**src/rtl/imem_pkg.sv**
```systemverilog
// Shared definitions for the instruction memory and its load/clear controller.
//   imem_state_t      : controller states
//   NOP_WORD          : word returned on a faulting fetch
//   DEFAULT_HALT_WORD : default load terminator
//   LANE_B0..LANE_B3  : byte-lane indices; lane 0 carries the MSB (big-endian)
package imem_pkg;

    typedef enum logic [1:0] {
        IDLE  = 2'd0,
        LOAD  = 2'd1,
        CLEAR = 2'd2
    } imem_state_t;

    localparam logic [31:0] NOP_WORD          = 32'h0000_0000;
    localparam logic [31:0] DEFAULT_HALT_WORD = 32'hFFFF_FFFF;

    localparam int NUM_LANES = 4;
    localparam int LANE_B0   = 0;
    localparam int LANE_B1   = 1;
    localparam int LANE_B2   = 2;
    localparam int LANE_B3   = 3;

endpackage

```
**src/rtl/imem_byte_bank.sv**
```systemverilog
// One byte lane of the instruction memory: WORDS x 8 storage indexed by word
// address, one synchronous write port and one registered read port.
//   i_clk, i_rst        : clock, synchronous active-high reset (read register only)
//   i_we/i_waddr/i_wdata: write port
//   i_re/i_raddr        : read request; o_rdata updates only when i_re is high
//   o_rdata             : registered read data, holds between reads
module imem_byte_bank #(
    parameter int WORDS = 64,
    localparam int WA   = $clog2(WORDS)
) (
    input  logic          i_clk,
    input  logic          i_rst,
    input  logic          i_we,
    input  logic [WA-1:0] i_waddr,
    input  logic [7:0]    i_wdata,
    input  logic          i_re,
    input  logic [WA-1:0] i_raddr,
    output logic [7:0]    o_rdata
);

    // Storage is deliberately not reset: program contents survive i_rst.
    logic [7:0] mem [WORDS];

    always_ff @(posedge i_clk) begin
        if (i_we) begin
            mem[i_waddr] <= i_wdata;
        end
    end

    always_ff @(posedge i_clk) begin
        if (i_rst) begin
            o_rdata <= 8'h00;
        end else if (i_re) begin
            o_rdata <= mem[i_raddr];
        end
    end

endmodule

```
**src/rtl/imem_loader_ctrl.sv**
```systemverilog
// Byte-addressed, big-endian instruction memory with integrated load/clear
// controller. Serves registered single-cycle word fetches while idle, accepts
// a byte stream to reprogram itself, and can bulk-clear to zero.
//   i_clk, i_rst                 : clock, synchronous active-high reset
//   i_fetch_en, i_pc             : fetch request and byte address
//   o_instr, o_instr_valid       : fetched word and its one-cycle strobe
//   o_fetch_err                  : last fetch misaligned or out of range
//   i_ld_start, i_ld_valid,
//   i_ld_byte                    : load stream (starts at byte 0)
//   i_clear                      : start bulk clear (wins over i_ld_start)
//   o_busy                       : controller not idle
//   o_ld_done, o_ld_full,
//   o_ld_words                   : load completion pulse, ran-out-of-memory
//                                  flag, complete words written
//
// state | meaning
// IDLE  | fetches serviced, waiting for i_clear / i_ld_start
// LOAD  | writing stream bytes at ptr until HALT word or memory end
// CLEAR | writing one zero word per cycle, word 0 .. last
module imem_loader_ctrl
    import imem_pkg::*;
#(
    parameter int                    DEPTH_BYTES = 256,
    parameter int                    INST_BITS   = 32,
    parameter int                    ADDR_BITS   = 32,
    parameter logic [INST_BITS-1:0]  HALT_WORD   = DEFAULT_HALT_WORD,
    localparam int                   AW          = $clog2(DEPTH_BYTES)
) (
    input  logic                 i_clk,
    input  logic                 i_rst,
    input  logic                 i_fetch_en,
    input  logic [ADDR_BITS-1:0] i_pc,
    output logic [INST_BITS-1:0] o_instr,
    output logic                 o_instr_valid,
    output logic                 o_fetch_err,
    input  logic                 i_ld_start,
    input  logic                 i_ld_valid,
    input  logic [7:0]           i_ld_byte,
    input  logic                 i_clear,
    output logic                 o_busy,
    output logic                 o_ld_done,
    output logic                 o_ld_full,
    output logic [AW-2:0]        o_ld_words
);

    localparam int WORDS = DEPTH_BYTES / 4;
    localparam int WA    = AW - 2;

    localparam logic [AW-1:0] PTR_ONE   = AW'(1);
    localparam logic [AW-1:0] PTR_WORD  = AW'(4);
    localparam logic [AW-2:0] WORDS_ONE = (AW-1)'(1);

    if (INST_BITS != 32) begin : g_bad_inst_bits
        $error("imem_loader_ctrl: INST_BITS must be 32");
    end
    if (DEPTH_BYTES < 8 || (DEPTH_BYTES & (DEPTH_BYTES - 1)) != 0) begin : g_bad_depth
        $error("imem_loader_ctrl: DEPTH_BYTES must be a power of two >= 8");
    end
    if (ADDR_BITS < AW) begin : g_bad_addr_bits
        $error("imem_loader_ctrl: ADDR_BITS narrower than memory address");
    end

    imem_state_t     state_q, state_n;
    logic [AW-1:0]   ptr_q, ptr_n;
    logic [23:0]     asm_q, asm_n;
    logic [AW-2:0]   words_q, words_n;
    logic            full_q, full_n;
    logic            done_q, done_n;

    logic [31:0]     ld_word;
    logic [NUM_LANES-1:0] lane_we;
    logic [WA-1:0]   waddr;
    logic [7:0]      wdata;

    // Assembly register keeps only the three previous bytes; the incoming byte
    // completes the word so the HALT compare sees it on the writing edge.
    assign ld_word = {asm_q, i_ld_byte};

    always_comb begin
        state_n = state_q;
        ptr_n   = ptr_q;
        asm_n   = asm_q;
        words_n = words_q;
        full_n  = full_q;
        done_n  = 1'b0;
        lane_we = '0;
        waddr   = ptr_q[AW-1:2];
        wdata   = i_ld_byte;

        case (state_q)
            IDLE: begin
                if (i_clear) begin
                    state_n = CLEAR;
                    ptr_n   = '0;
                end else if (i_ld_start) begin
                    state_n = LOAD;
                    ptr_n   = '0;
                    asm_n   = '0;
                    words_n = '0;
                    full_n  = 1'b0;
                end
            end
            LOAD: begin
                if (i_ld_valid) begin
                    lane_we[ptr_q[1:0]] = 1'b1;
                    ptr_n               = ptr_q + PTR_ONE;
                    asm_n               = ld_word[23:0];
                    if (ptr_q[1:0] == 2'd3) begin
                        words_n = words_q + WORDS_ONE;
                        if (ld_word == HALT_WORD) begin
                            state_n = IDLE;
                            done_n  = 1'b1;
                        end else if (&ptr_q) begin
                            state_n = IDLE;
                            done_n  = 1'b1;
                            full_n  = 1'b1;
                        end
                    end
                end
            end
            CLEAR: begin
                lane_we = '1;
                wdata   = 8'h00;
                ptr_n   = ptr_q + PTR_WORD;
                if (&ptr_q[AW-1:2]) begin
                    state_n = IDLE;
                end
            end
            default: begin
                state_n = IDLE;
            end
        endcase
    end

    always_ff @(posedge i_clk) begin
        if (i_rst) begin
            state_q <= IDLE;
            ptr_q   <= '0;
            asm_q   <= '0;
            words_q <= '0;
            full_q  <= 1'b0;
            done_q  <= 1'b0;
        end else begin
            state_q <= state_n;
            ptr_q   <= ptr_n;
            asm_q   <= asm_n;
            words_q <= words_n;
            full_q  <= full_n;
            done_q  <= done_n;
        end
    end

    // Fetch path. Only IDLE fetches read the banks, so reads and writes never
    // collide; a fetch on the cycle that accepts a start still sees old data.
    logic           fetch_req;
    logic           fetch_bad;
    logic           fetch_ok;
    logic           err_q;
    logic           valid_q;
    logic [7:0]     rd [NUM_LANES];

    assign fetch_req = (state_q == IDLE) && i_fetch_en;
    assign fetch_bad = (i_pc[1:0] != 2'b00) || ((i_pc >> AW) != '0);
    assign fetch_ok  = fetch_req && !fetch_bad;

    always_ff @(posedge i_clk) begin
        if (i_rst) begin
            valid_q <= 1'b0;
            err_q   <= 1'b0;
        end else begin
            valid_q <= fetch_req;
            if (fetch_req) begin
                err_q <= fetch_bad;
            end
        end
    end

    for (genvar l = 0; l < NUM_LANES; l++) begin : g_lane
        imem_byte_bank #(
            .WORDS (WORDS)
        ) u_bank (
            .i_clk   (i_clk),
            .i_rst   (i_rst),
            .i_we    (lane_we[l]),
            .i_waddr (waddr),
            .i_wdata (wdata),
            .i_re    (fetch_ok),
            .i_raddr (i_pc[AW-1:2]),
            .o_rdata (rd[l])
        );
    end

    // Bank read registers hold on faulting fetches, so the NOP is forced here.
    assign o_instr       = err_q ? NOP_WORD
                                 : {rd[LANE_B0], rd[LANE_B1], rd[LANE_B2], rd[LANE_B3]};
    assign o_instr_valid = valid_q;
    assign o_fetch_err   = err_q;
    assign o_busy        = (state_q != IDLE);
    assign o_ld_done     = done_q;
    assign o_ld_full     = full_q;
    assign o_ld_words    = words_q;

endmodule

```
**config.mk**
```make
export PLATFORM = sky130hd
export DESIGN_NAME = imem_loader_ctrl
export DESIGN_NICKNAME = d
export VERILOG_FILES = /design/src/rtl/imem_pkg.sv /design/src/rtl/imem_byte_bank.sv /design/src/rtl/imem_loader_ctrl.sv
export SDC_FILE = /design/constraint.sdc
export NUM_CORES = 2
export LEC_CHECK = 0
export BUFFER_PORTS_ARGS = -buffer_cell sky130_fd_sc_hd__buf_2
export CAP_MARGIN = 20
export CORE_AREA = 2 2 410 331
export DETAILED_ROUTE_END_ITERATION = 7
export DIE_AREA = 0 0 412 333
export PLACE_DENSITY = 0.87
export SLEW_MARGIN = 20
export SYNTH_ARGS = -nofsm -noshare
export SYNTH_HDL_FRONTEND = slang
export SYNTH_HIERARCHICAL = 1
export SYNTH_SLANG_ARGS = --single-unit
```
**constraint.sdc**
```tcl
create_clock -name i_clk -period 12.6 [get_ports i_clk]
set_input_delay 0.63 -clock i_clk [delete_from_list [all_inputs] [get_ports i_clk]]
set_output_delay 0.63 -clock i_clk [all_outputs]
set_load 0.02 [all_outputs]
```
==> summary.md <==
| Metric | Value |
|---|---|
| Clk root buf | clkbuf_16 |
| CP Cell Sequence | ha_1, nand3_1, a21oi_1, nor2b_1, nand2_1, nor2_1 |
| Total clock sinks | around 2100 |
| Synth top cells by count | 2048 x edfxtp_1, 514 x mux2i_1, 385 x a22oi_1 |
| Tcrit/Tclk final | 0.3342 |
| Post-DP HPWL | 114.8 mm |
| CTS buffer count | roughly 190 |
| RSZ-0062 raised after global routing | false |
| Highest ir drop seen on vdd | 0.1186 mV |
| Area share of the largest cell type after synthesis | 0.7379 |
| Final hold violation count | 0 |
| Fin Setup TNS | 0 ps |
| Cell taking the most area after synthesis | edfxtp_1 |
| Post-CTS Resized | 0 |
| Comb pwr share | 0.077 |
| Synth area leaders | edfxtp_1 74%, mux2i_1 6.2%, mux4_2 6.1%, a22oi_1 3.5%, dfxtp_1 1.8% |
| Syn Area/Cell | between 15 and 20 µm² |
| CP Launch Type | register |
| Hold_sp | i_ld_byte[7] |
| Starting Density | 0.6265 |
| Hold Buf Count CTS | 0 |
| R2R Setup Slk | ~8400 ps |
| Most common cell in the synthesized netlist | edfxtp_1 |
| Hold Slack | 151.0 ps |
| Synth Register Bits | ~2100 |
| Crit Path Max Fanout | 17 |
| Final weighted congestion in routability-driven placement | ~0.91 |
| Synth Area in Simple Gates | 0.04873 |
| Vias | around 46000 |
| Met2 WL | about 94 mm |
| Hold depth | 3 |
| Routed length per placed instance | roughly 31 µm |
| Met3 Routed Length | slightly below 30 mm |
| Hold Crit Class | in -> reg |
| Reg2Reg Depth | 6 |
| Leak Pwr | ~30 nW |
| Initial antenna violation count | 8 |
| Total wire length | 202.8 mm |
| Initial drt markers | approximately 8000 |
| Critical-path top delay cell | nor2_1 |
| Number of global-route vias before repair | 45030 |
| CP Data Required Time | 13050 ps |
| Crit. End Element | register |
| M1 WL | about 72 mm |
| Synthesized-area fraction occupied by ao, oa, aoi and oai cells | 0.04436 |
| Sw power | about 3.4 mW |
| DIE AREA | 0.1372 mm² |
| Global route overflow | 0 |
| Post-route ant nets | 0 |
| Drt drc | 2 |
| CP Class | reg -> reg |
| Clock Skew | 38.93 ps |
| CTS clock-pin slew for the worst setup and hold paths | about 70 ps |
| Clk Latency, worst-skew pair | between 800 and 900 ps |
| Port bufs | a little under 90 |
| Post-CTS Setup Bufs | 0 |
| Largest net degree at the start of global routing | 257 |
| Die W | about 410 µm |
| Syn Nets | between 4000 and 5000 |
| First-pass GRT wire length | between 200 and 300 mm |
| Worst hold endpoint | asm_q[7]$_SDFFE_PP0P_ |
| CTS tree | done |
| Pint | about 11 mW |
| CP arrival | between 4000 and 5000 ps |
| GR Util All Layers | 0.2933 |
| Fraction of registers with async set/reset | 0 |
| Drt via density | approximately 7 |
| Yosys warnings | 6 |
| Max-cap violations | 0 |
| Slew Viols, Final | 0 |
| CP peak stage delay | 810 ps |
| Post-synth EDFFs | 2048 |
| Num rows | 120 |
| Max_slew headroom | 0.2234 |
| Final-layout fill cell count | 7732 |
| Register area share after synthesis | 0.7564 |
| Core area | 0.1330 mm² |
| Reg-to-reg critical path startpoint | state_q[0]$_SDFFE_PP0P_ |
| Fin crit period | 4211 ps |
| Worst Max-Slew Pin Slew | approximately 1200 ps |
| Failing checks | design-rule violations |
| Sequential Power Share | 0.544 |
| Top-level I/O count | 90 |
| Share of cells above drive strength 1 | 0.1508 |
| Area delta synth->final | 9.933% |
| Multiplexer area fraction after synthesis | 0.1325 |
| Final setup fails | 0 |
| Area share of fa/ha/maj cells after synthesis | 0.001501 |
| Post-synthesis cell area | between 0.08 and 0.09 mm² |
| CTS Buffer Depth | 3 |
| Switching Fraction | 0.2303 |
| Clock power frac | 0.379 |
| Main synth FF type | edfxtp_1 |
| Fmax achieved | around 240 MHz |
| Post-synthesis cell count | between 4000 and 5000 |
| Iteration count of the initial detailed-routing pass | 8 |
| Die H | approximately 330 µm |
| Count of cell types in the netlist | between 50 and 60 |
| Status | complete, but fails checks |
| Pwr/cell area | between 150 and 200 mW/mm² |
| H-tree lvl count | 4 |
| Nets@finish | 4637 |
| Worst r2r dst | g_lane[3].u_bank/mem[16][7]$_DFFE_PP_ |
| Post-Synth XOR/XNOR Area | 0.0001051 |
| Max Used Layer | met5 |
| Largest family of logic cells by synthesized area | multiplexers |
==> per-stage QoR <==
stage	setup slack, ps	std cells	utilization	cell area, µm²	power (mW)
6_report	8389	6510	0.6888	91630	14.93
3_3_place_gp	7889	6157	0.6420	85400	9.297
2_1_floorplan	4027	4498	-	83350	9.037
4_1_cts	8567	6504	0.6874	91440	14.91
5_1_grt	8253	6509	0.6888	91620	15.27
3_5_place_dp	7886	6157	0.6420	85410	9.355
==> power groups by stage <==
stage	Sequential (mW)	Combinational [mW]	Clock, mW
global route	8.12	1.20	5.94
detailed placement	8.27	1.08	0
finish	8.12	1.15	5.66
floorplan	8.39	0.649	0
CTS	8.12	1.10	5.68
global placement	8.27	1.03	0
==> final cells by class <==
class                   count  area, µm²  area share
inverters                  10      37.54   0.0004097
well taps                1769       2213     0.02416
multi-input cells        2095      19120      0.2087
repair buffers            163       1167     0.01274
diodes                      1      2.502  0.00002731
clock buffers             243       5209     0.05685
flip-flops and latches   2125      63050      0.6881
clock inverters           104      827.0    0.009026
==> worst max path at each step <==
stage / start / end / slack (ps)
after floorplan: state_q[0]$_SDFFE_PP0P_ / g_lane[0].u_bank/mem[0][0]$_DFFE_PP_ / 4030
after global placement: i_pc[2] / g_lane[1].u_bank/o_rdata[4]$_SDFFE_PP0P_ / 7890
after detailed placement: i_pc[2] / g_lane[1].u_bank/o_rdata[4]$_SDFFE_PP0P_ / 7890
after CTS: state_q[1]$_SDFFE_PP0P_ / g_lane[2].u_bank/mem[38][3]$_DFFE_PP_ / 8570
after global routing: state_q[1]$_SDFFE_PP0P_ / g_lane[2].u_bank/mem[38][3]$_DFFE_PP_ / 8250
final: state_q[0]$_SDFFE_PP0P_ / g_lane[3].u_bank/mem[16][7]$_DFFE_PP_ / 8390
==> flip-flops by register name, indices dropped and copies added (netlist names) <==
signal,cells
g_lane.u_bank/mem,2048
g_lane.u_bank/o_rdata,32
asm_q,24
ptr_q,8
o_ld_words,7
state_q,2
o_fetch_err,1
o_instr_valid,1
o_ld_done,1
o_ld_full,1
==> cells in the final DEF, fill, tap and decap left out, types with 34 or more instances in the layout <==
cell type,n
dfxtp_1,72
nand4_1,83
mux2i_1,514
nor2_1,278
nand3_1,160
clkinv_1,34
nor2b_1,54
a22oi_1,385
buf_4,64
clkbuf_16,194
nor3b_1,36
edfxtp_1,2048
nand2_1,92
clkinv_2,45
a21oi_1,45
mux4_2,224
buf_2,87
==> layer usage <==
metal	up-vias	GRT usage
met5	-	0
met4	10	0.09241
met3	557	0.08727
met2	3851	0.4404
met1	23170	0.4194
li1	18520	-
==> logic make-up (layout without fill, tap and decap cells) <==
group,Yosys count,in the layout
DFF,2125,2125
and+or+nand+nor,814,814
adders and majority gates,10,10
buffers and inverters,278,520
AOI/OAI and AO/OA,499,499
other,0,1
xor gates and xnor gates,1,1
muxes,771,771
==> worst max-delay path, delay by kind of cell, from the launching register on <==
family	cells	cell delay [ps]
adder cells (fa/ha/maj)	1	650
flip-flops	1	430
AND/OR/NAND/NOR	4	1960
AO/OA/AOI/OAI	1	790
Power figures use the tool's default switching activity.
